File: config.mk
export PLATFORM = sky130hd
export DESIGN_NAME = return_address_stack
export DESIGN_NICKNAME = d
export VERILOG_FILES = /design/src/rtl/return_address_stack_pkg.sv /design/src/rtl/ras_pointer.sv /design/src/rtl/return_address_stack.sv
export SDC_FILE = /design/constraint.sdc
export NUM_CORES = 1
export LEC_CHECK = 0
export CAP_MARGIN = 20
export CORE_MARGIN = 2
export CORE_UTILIZATION = 45
export DETAILED_ROUTE_END_ITERATION = 8
export GPL_ROUTABILITY_DRIVEN = 0
export PLACE_DENSITY = 0.73
export SLEW_MARGIN = 25
export SYNTH_ARGS = -nofsm -noshare
export SYNTH_HDL_FRONTEND = slang
export SYNTH_SLANG_ARGS = --single-unit
File: constraint.sdc
create_clock -name clock -period 3.43 [get_ports clock]
set_input_delay 0.8575 -clock clock [delete_from_list [all_inputs] [get_ports clock]]
set_output_delay 0.8575 -clock clock [all_outputs]
set_load 0.005 [all_outputs]
File: src/rtl/return_address_stack_pkg.sv
// Shared constants and operation decode for the MIPS return address stack.
// Imported by ras_pointer and return_address_stack.
package mips_ras_pkg;

  localparam logic [4:0] RA_REG            = 5'd31;
  localparam int         RAS_DEPTH_DEFAULT = 8;

  typedef enum logic [1:0] {
    NONE    = 2'b00,
    PUSH    = 2'b01,
    POP     = 2'b10,
    REPLACE = 2'b11
  } ras_op_t;

  // A simultaneous push/pop on an empty stack has no top to replace, so it degrades to a push.
  function automatic ras_op_t decode_op(input logic push, input logic pop, input logic empty);
    ras_op_t op;
    op = NONE;
    if (push && pop)  op = empty ? PUSH : REPLACE;
    else if (push)    op = PUSH;
    else if (pop)     op = POP;
    return op;
  endfunction

endpackage

File: src/rtl/ras_pointer.sv
// Top-of-stack pointer, occupancy count and sticky underflow for the return address stack.
// Also tells the storage array where (and whether) to write this cycle.
module ras_pointer
  import mips_ras_pkg::*;
#(
  parameter int DEPTH = RAS_DEPTH_DEFAULT,
  parameter int PTR_W = $clog2(DEPTH)
) (
  input  logic             clock,
  input  logic             reset_n,
  input  logic             push,
  input  logic             pop,
  input  logic             flush,
  output logic [PTR_W-1:0] tos,
  output logic [PTR_W:0]   count,
  output logic             wr_en,
  output logic [PTR_W-1:0] wr_ptr,
  output logic             pop_ok,
  output logic             full,
  output logic             top_valid,
  output logic             underflow
);

  localparam logic [PTR_W:0] DEPTH_CNT = (PTR_W + 1)'(DEPTH);

  logic [PTR_W-1:0] tos_reg, tos_next;
  logic [PTR_W:0]   count_reg, count_next;
  logic             underflow_reg, underflow_next;
  logic [PTR_W-1:0] tos_inc, tos_dec;
  logic             empty;
  ras_op_t          op;

  assign empty   = (count_reg == '0);
  assign tos_inc = tos_reg + PTR_W'(1);
  assign tos_dec = tos_reg - PTR_W'(1);
  assign op      = decode_op(push, pop, empty);

  always_comb begin
    tos_next       = tos_reg;
    count_next     = count_reg;
    underflow_next = underflow_reg;
    wr_en          = 1'b0;
    wr_ptr         = tos_inc;
    if (flush) begin
      tos_next       = '0;
      count_next     = '0;
      underflow_next = 1'b0;
    end else begin
      case (op)
        PUSH: begin
          // When full the increment lands on the oldest entry, which is simply overwritten.
          tos_next   = tos_inc;
          count_next = (count_reg == DEPTH_CNT) ? count_reg : count_reg + (PTR_W + 1)'(1);
          wr_en      = 1'b1;
          wr_ptr     = tos_inc;
        end
        POP: begin
          if (empty) begin
            underflow_next = 1'b1;
          end else begin
            tos_next   = tos_dec;
            count_next = count_reg - (PTR_W + 1)'(1);
          end
        end
        REPLACE: begin
          wr_en  = 1'b1;
          wr_ptr = tos_reg;
        end
        default: ;
      endcase
    end
  end

  always_ff @(posedge clock or negedge reset_n) begin
    if (!reset_n) begin
      tos_reg       <= '0;
      count_reg     <= '0;
      underflow_reg <= 1'b0;
    end else begin
      tos_reg       <= tos_next;
      count_reg     <= count_next;
      underflow_reg <= underflow_next;
    end
  end

  assign tos       = tos_reg;
  assign count     = count_reg;
  assign pop_ok    = pop && !flush && !empty;
  assign full      = (count_reg == DEPTH_CNT);
  assign top_valid = !empty;
  assign underflow = underflow_reg;

endmodule

File: src/rtl/return_address_stack.sv
// Return address stack: JAL pushes the link value, JR $31 pops the predicted target.
// Define RAS_VERIFY_EN to add jr_target / mispredict_cnt prediction checking.
module return_address_stack
  import mips_ras_pkg::*;
#(
  parameter int DEPTH  = RAS_DEPTH_DEFAULT,
  parameter int ADDR_W = 32,
  parameter int PTR_W  = $clog2(DEPTH)
) (
  input  logic              clock,
  input  logic              reset_n,
  input  logic              push,
  input  logic [ADDR_W-1:0] push_addr,
  input  logic              pop,
  input  logic              flush,
  output logic [ADDR_W-1:0] top_addr,
  output logic              top_valid,
  output logic              full,
  output logic              underflow
`ifdef RAS_VERIFY_EN
  ,
  input  logic [ADDR_W-1:0] jr_target,
  output logic [15:0]       mispredict_cnt
`endif
);

  logic [PTR_W-1:0]  tos;
  logic [PTR_W:0]    count;
  logic              wr_en;
  logic [PTR_W-1:0]  wr_ptr;
  logic              pop_ok;
  logic [ADDR_W-1:0] mem [DEPTH];

  ras_pointer #(
    .DEPTH (DEPTH),
    .PTR_W (PTR_W)
  ) u_ptr (
    .clock     (clock),
    .reset_n   (reset_n),
    .push      (push),
    .pop       (pop),
    .flush     (flush),
    .tos       (tos),
    .count     (count),
    .wr_en     (wr_en),
    .wr_ptr    (wr_ptr),
    .pop_ok    (pop_ok),
    .full      (full),
    .top_valid (top_valid),
    .underflow (underflow)
  );

  // Storage is never cleared; emptiness is tracked by count alone.
  always_ff @(posedge clock) begin
    if (reset_n && wr_en) mem[wr_ptr] <= push_addr;
  end

  assign top_addr = top_valid ? mem[tos] : '0;

`ifdef RAS_VERIFY_EN
  logic [15:0] mispredict_cnt_reg;

  // Cleared by reset only, so the count survives context-switch flushes.
  always_ff @(posedge clock or negedge reset_n) begin
    if (!reset_n) begin
      mispredict_cnt_reg <= '0;
    end else if (pop_ok && (top_addr != jr_target) && (mispredict_cnt_reg != 16'hFFFF)) begin
      mispredict_cnt_reg <= mispredict_cnt_reg + 16'd1;
    end
  end

  assign mispredict_cnt = mispredict_cnt_reg;
`else
  logic unused_pop_ok;
  logic [4:0] unused_ra_reg;
  assign unused_pop_ok = pop_ok;
  assign unused_ra_reg = RA_REG;
`endif

endmodule

==> results.json, run 1 <==
{
  "run_status": "finished, final reports clean",
  "path_cells": "buf_16, mux4_2, mux2i_1, nor2_1, clkdlybuf4s50_1",
  "synth_seq_cells": 264,
  "min-delay-path-class": "register to register",
  "worst_setup_path_start_kind": "register",
  "clock_tree.buffer_depth": 3,
  "end_kind": "primary output",
  "yosys.area_share.simple_pct": 3.52,
  "fin_nets": 654,
  "initial_utilization_pct": 46.0,
  "antennaDiodeCount": 0,
  "min_period_ns": 3.34,
  "fin_area_um2": 12900,
  "cts_buffers": 27,
  "yosysWarnings": 0,
  "dr.pass1.iters": 5,
  "setup_viol": 0,
  "postPlaceCellArea_um2": 11800,
  "hold_viol_final": 0,
  "power.switching_mw": 2.75,
  "fmax_mhz": 299,
  "synth_area_um2": 10500,
  "p_total_mw": 9.94,
  "worst_slew_pin_slew_ns": 0.826,
  "finalClockSkew_ns": 0.0110,
  "yosys.area.top_type_share_pct": 73.3,
  "internal_power_mw": 7.19,
  "synth_top_family_by_area": "multiplexers",
  "fillers": 1675,
  "yosys.area.top_type": "edfxtp_1",
  "dieArea_um2": 24500,
  "num_rows": 55,
  "grt_pass1_wl_mm": 32.0,
  "grt_max_degree": 43,
  "detail_route.vias_per_cell": 5.53,
  "htree_levels": 1,
  "grt-ovfl-total": 0,
  "antenna_found_initial": 0,
  "r2r_end": "mem[0][19]",
  "grt_usage_pct": 17.4,
  "hpwl_mm": 11.7,
  "clkLatencyLatePin_ns": 0.53,
  "synth.avg_cell_area_um2": 20.8,
  "post-route-period-util_pct": 97.5,
  "ant_nets": 0,
  "fp.dieH_um": 157,
  "rsz0062_at_grt": "yes",
  "first_iter_violations": 334,
  "min_to": "u_ptr.underflow",
  "synthAdderAreaFrac_pct": 0.668,
  "cp_max_fo": 16,
  "combPwrFrac_pct": 30.9,
  "area_delta_synth_final_pct": 23.1,
  "crit_slowest_cell": "mux4_2",
  "route.detailed.drc": 0,
  "relSlewSlack_pct": 44.7,
  "clockRootBuffer": "clkbuf_16",
  "syn_nets": 546,
  "clkSinkCount": 264,
  "r2r.worst_path.cells": 7,
  "arrival_ns": 2.49,
  "synth_compound_area_share_pct": 1.31,
  "drv_slew": 0,
  "synth.top_cells.by_area": "edfxtp_1 (73%), mux4_2 (14%), mux2i_1 (3.2%)",
  "vdd_ir_drop_max_v": 0.000550,
  "cp.required_ns": 2.57,
  "register_area_um2": 7900,
  "min_from": "u_ptr.underflow",
  "largest_reg_flops": 256,
  "ys_seq_area_share_pct": 75.2,
  "dr_total_vias": 5218,
  "ios": 72,
  "synth_xor_area_share_pct": 0.501,
  "rrSetupSlack_ns": 0.63,
  "path_class": "register to primary output",
  "power_frac_seq_pct": 39.1,
  "max_stage_delay_ns": 0.54,
  "synthMuxAreaShare_pct": 17.3,
  "layout-drive-gt1-share_pct": 25.5,
  "swShare_pct": 27.6,
  "grt_pass1_vias": 5508,
  "whs_path_depth": 2,
  "portBuffers": 71,
  "clkSlewWorstSetupHoldPaths_ns": 0.06,
  "fin_setup_tns_ns": 0,
  "multi_input_area_um2": 2540,
  "routed_wl_mm": 21.3,
  "synthCells": 504,
  "synth.distinct_cells": 43,
  "power_leakage_nw": 4.29,
  "worstReg2RegStart": "u_ptr.tos[0]",
  "cts_tree": "done",
  "maxCapViolations": 0,
  "power.density_nw_per_um2": 770,
  "die_w_um": 157,
  "core_area_um2": 22800,
  "pwr-share-clk_pct": 29.9,
  "cp-startpoint": "u_ptr.tos[0]",
  "wire_per_inst_um": 22.5
}
[critical path, delay by kind of cell, from the launching register on]
family        cells  cell delay (ns)
flops             1             0.49
buf+inv           2             0.66
mux               2             0.70
simple gates      1             0.10
[routing by layer]
metal  part of all wire [%]  track usage, %  vias to the layer above
li1                       -               -                     2286
met2                     49            28.9                      176
met5                      0               0                        -
met1                     43            24.2                     2718
met4                    2.3            4.59                        0
met3                    5.3            2.74                       38
[how the worst max path moves through the flow]
stage	to	slack (ns)
2_1_floorplan	mem[6][0]	-0.02
3_3_place_gp	u_ptr.count[3]	0.41
3_5_place_dp	u_ptr.count[3]	0.28
4_1_cts	top_addr[14]	-0.06
5_1_grt	top_addr[4]	-0.02
6_report	top_addr[29]	0.09
[cells in the final DEF (no fill, tap or decap), types with 2 or more instances in the layout]
cell type        count
a21oi_1              3
a21oi_4              5
a32oi_1              2
buf_12               2
buf_16               2
buf_4               26
buf_6                5
bufinv_16            5
clkbuf_1             6
clkbuf_16           29
clkdlybuf4s50_1     56
clkinv_1             3
clkinv_2             4
dfrtp_1              5
dfrtp_4              2
dlymetal6s2s_1      15
edfxtp_1           256
ha_1                 4
inv_1                2
mux2_1               2
mux2i_1             32
mux2i_2              2
mux4_2              64
nand2_1              5
nand2b_1             3
nand3_1              5
nand4_1              6
nor2_1              41
nor2_4               3
nor2b_1              3
nor3_1               2
xnor2_1              5
[cells by family after synthesis]
| kind of cell | count (synthesis) |
|---|---|
| xor+xnor | 6 |
| compound gates | 19 |
| flops | 264 |
| simple gates | 76 |
| mux | 101 |
| fa+ha+maj | 5 |
| buf+inv | 33 |
[metrics by stage]
| step | hold slack (ns) | worst slack [ns] | utilization (%) | instances |
|---|---|---|---|---|
| global route | 0.570 | -0.0192 | 56.7 | 944 |
| global placement | 0.519 | 0.408 | 51.8 | 888 |
| detailed placement | 0.515 | 0.275 | 51.8 | 888 |
| CTS | 0.531 | -0.0602 | 55.8 | 936 |
| finish | 0.527 | 0.0856 | 56.7 | 944 |
| floorplan | 0.486 | -0.0208 | - | 504 |
[synth_stat cells (all sizes together)]
cell type,number
nor2,44
mux4,64
mux2,3
and3,1
nand4,6
ha,4
o21ai,2
or4b,1
o41a,1
xor2,1
xnor2,5
mux2i,34
fa,1
nand3,5
dfrtp,8
a31oi,1
clkbuf,12
a21o,1
a22oi,1
edfxtp,256
nor4,2
a21oi,8
or4,1
a32oi,2
o41ai,1
nand2,5
a211oi,1
nand2b,3
and2,1
buf,18
or3b,1
a311oi,1
nor2b,3
inv,3
nand3b,1
nor3,2
[area by class of cell]
type / count / area share, %
multi-input cells: 207 / 19.7
flip-flops and latches: 264 / 61.2
clock inverters: 15 / 1.63
clock buffers: 33 / 5.41
inverters: 3 / 0.0872
well taps: 313 / 3.03
repair buffers: 109 / 8.98
[what timing repair did]
| item | 4_1_cts | 5_1_grt |
|---|---|---|
| hold buffers | 0 | 0 |
| endpoints found under the setup margin | 24 | 29 |
| gates resized for setup | 1 | 22 |
| buffers inserted | 0 | 3 |
| cloned | 0 | 5 |
| endpoints found under the hold margin | 0 | 0 |
[power by group through the flow]
stage | Clock (mW) | Combinational, mW | Sequential, mW
5_1_grt | 3.16 | 3.31 | 3.91
2_1_floorplan | 0 | 1.77 | 3.83
6_report | 2.98 | 3.07 | 3.89
3_3_place_gp | 0 | 2.87 | 3.94
3_5_place_dp | 0 | 2.92 | 3.95
4_1_cts | 3.03 | 2.95 | 3.89
No activity file was read; power rests on OpenSTA's default activity.
==> inputs of run 2 (changes only) <==
Clock period 3.43 ns to 2.7 ns, I/O delays scaled along.
==> results.json, run 2 (synthesis results as in run 1) <==
{
  "largest_reg_flops": 256,
  "min_period_ns": 3.05,
  "maxCapViolations": 0,
  "layout_commonest_cell": "edfxtp_1",
  "dp.cells": 897,
  "clkLatencyLatePin_ns": 0.53,
  "pwr-share-clk_pct": 27.8,
  "antennaDiodeCount": 0,
  "p_total_mw": 12.9,
  "cts_buffers": 27,
  "portBuffers": 71,
  "hold_viol_final": 0,
  "violations": "setup timing",
  "dpl_worst_slack_ns": -0.0673,
  "routed.top_layer": "met4",
  "dieArea_um2": 24500,
  "antenna_found_initial": 0,
  "internal_power_mw": 9.28,
  "path_class": "register to primary output",
  "initial_utilization_pct": 46.0,
  "holdBufCountCts": 0,
  "dr.pass1.iters": 5,
  "layout-drive-gt1-share_pct": 35.3,
  "core_area_um2": 22800,
  "grt_usage_pct": 18.1,
  "area_delta_synth_final_pct": 26.4,
  "hpwl_mm": 12.2,
  "fin_nets": 693,
  "swShare_pct": 28.0,
  "mostFrequentLayoutCells": "edfxtp_1 (256), mux4_2 (64), nor2_1 (41)",
  "setup_viol": 32,
  "clockRootBuffer": "clkbuf_16",
  "arrival_ns": 2.37,
  "vdd_ir_drop_max_v": 0.000555,
  "grt_pass1_wl_mm": 33.4,
  "max_stage_delay_ns": 0.48,
  "drv_slew": 0,
  "rsz0062_at_grt": "yes",
  "grt_max_degree": 25,
  "clkSlewWorstSetupHoldPaths_ns": 0.06,
  "worst_slew_pin_slew_ns": 0.808,
  "relSlewSlack_pct": 45.5,
  "die_w_um": 157,
  "wl_met3_mm": 1.06,
  "wire_per_inst_um": 21.9,
  "clkSinkCount": 264,
  "clock_tree.buffer_depth": 3,
  "routed_wl_mm": 21.6,
  "grt_pass1_vias": 5764,
  "end_kind": "primary output",
  "route.detailed.drc": 0,
  "cp.required_ns": 2.03,
  "power.switching_mw": 3.60,
  "detail_route.vias_per_cell": 5.44,
  "cp_common_cell": "buf_4",
  "min-delay-path-class": "primary input to async pin",
  "m1WireLength_mm": 8.87,
  "ant_nets": 0,
  "grt-ovfl-total": 0,
  "setup_slack_ns": -0.346,
  "fmax_mhz": 328,
  "power.density_nw_per_um2": 972,
  "combPwrFrac_pct": 34.4,
  "run_status": "finished with violations",
  "power_frac_seq_pct": 37.7,
  "num_rows": 55,
  "ios": 72,
  "first_iter_violations": 350,
  "wl_met2_mm": 11.2,
  "path_cells": "buf_4, buf_8, buf_4, mux4_2, mux2i_1, buf_4, nor2_1, buf_2",
  "htree_levels": 1,
  "dr_total_vias": 5358,
  "crit_slowest_cell": "dfrtp_4",
  "cp_max_fo": 6,
  "post-route-period-util_pct": 113,
  "finalClockSkew_ns": 0.0178,
  "fp.dieH_um": 157,
  "worst_setup_path_start_kind": "register",
  "final_cells": 985,
  "power_leakage_nw": 4.35,
  "cts_tree": "done"
}
run 2: changes by cell type in the layout (fill, tap and decap cells not counted), sizes merged, moves of 2 or more:
cell and delta:
clkinv +3, clkinvlp +3, buf +71, bufinv -2, clkdlybuf4s50 -18, dlymetal6s2s -14
run 2: worst paths after layout:
| kind | start | endpoint | slack [ns] | cells after the start |
|---|---|---|---|---|
| max in group asynchronous | reset_n | u_ptr.tos[1] | 2.06 | 2 |
| worst max register to register | u_ptr.tos[0] | mem[0][24] | 0.06 | 8 |
| worst min register to register | u_ptr.underflow | u_ptr.underflow | 0.50 | 2 |
| worst min-delay path | reset_n | u_ptr.underflow | 0.48 | 2 |
| min in group clock | u_ptr.underflow | u_ptr.underflow | 0.50 | 2 |
| worst max-delay path | u_ptr.tos[0] | top_addr[30] | -0.35 | 8 |
run 2: timing repair:
item	CTS	global route
resized for setup	137	27
pin swaps	21	20
cloned	4	0
setup buffers	26	15
endpoints found under the hold margin	0	0
endpoints found under the setup margin	34	34
run 2: power groups by stage:
stage / combinational, mW / sequential (mW) / clock, mW
2_1_floorplan: 2.26 / 4.87 / 0
3_3_place_gp: 3.89 / 4.95 / 0
3_5_place_dp: 3.94 / 4.96 / 0
4_1_cts: 4.48 / 4.87 / 3.67
5_1_grt: 4.78 / 4.88 / 3.83
6_report: 4.44 / 4.86 / 3.59
run 2: layer usage:
metal	vias up	track usage, %
met3	32	2.49
met2	183	31.7
met1	2776	24.3
met4	0	4.33
li1	2367	-
met5	-	0
run 2: final cells by class:
cell class | count | area (µm²)
Tap cell | 313 | 392
Clock inverter | 18 | 171
Sequential cell | 264 | 7900
Inverter | 3 | 11.3
Clock buffer | 32 | 694
Timing Repair Buffer | 148 | 1540
Multi-Input combinational cell | 207 | 2550
Fill cell | 1629 | 9520
run 2: per-stage QoR:
step	hold WS (ns)	TNS, ns	utilization [%]	area, µm²
6_report	0.479	-5.68	58.2	13300
5_1_grt	0.488	-7.93	58.2	13300
4_1_cts	0.463	-7.84	58.2	13300
3_5_place_dp	0.497	-1.50	52.8	12000
3_3_place_gp	0.486	-0.408	52.8	12000
2_1_floorplan	0.379	-104.08	-	10500
run 2: worst max-delay path, delay by kind of cell (launching register included):
| kind | cells | cell delay (ns) |
|---|---|---|
| buffers and inverters | 5 | 0.72 |
| AND/OR/NAND/NOR | 1 | 0.04 |
| flip-flops | 1 | 0.48 |
| multiplexers | 2 | 0.61 |
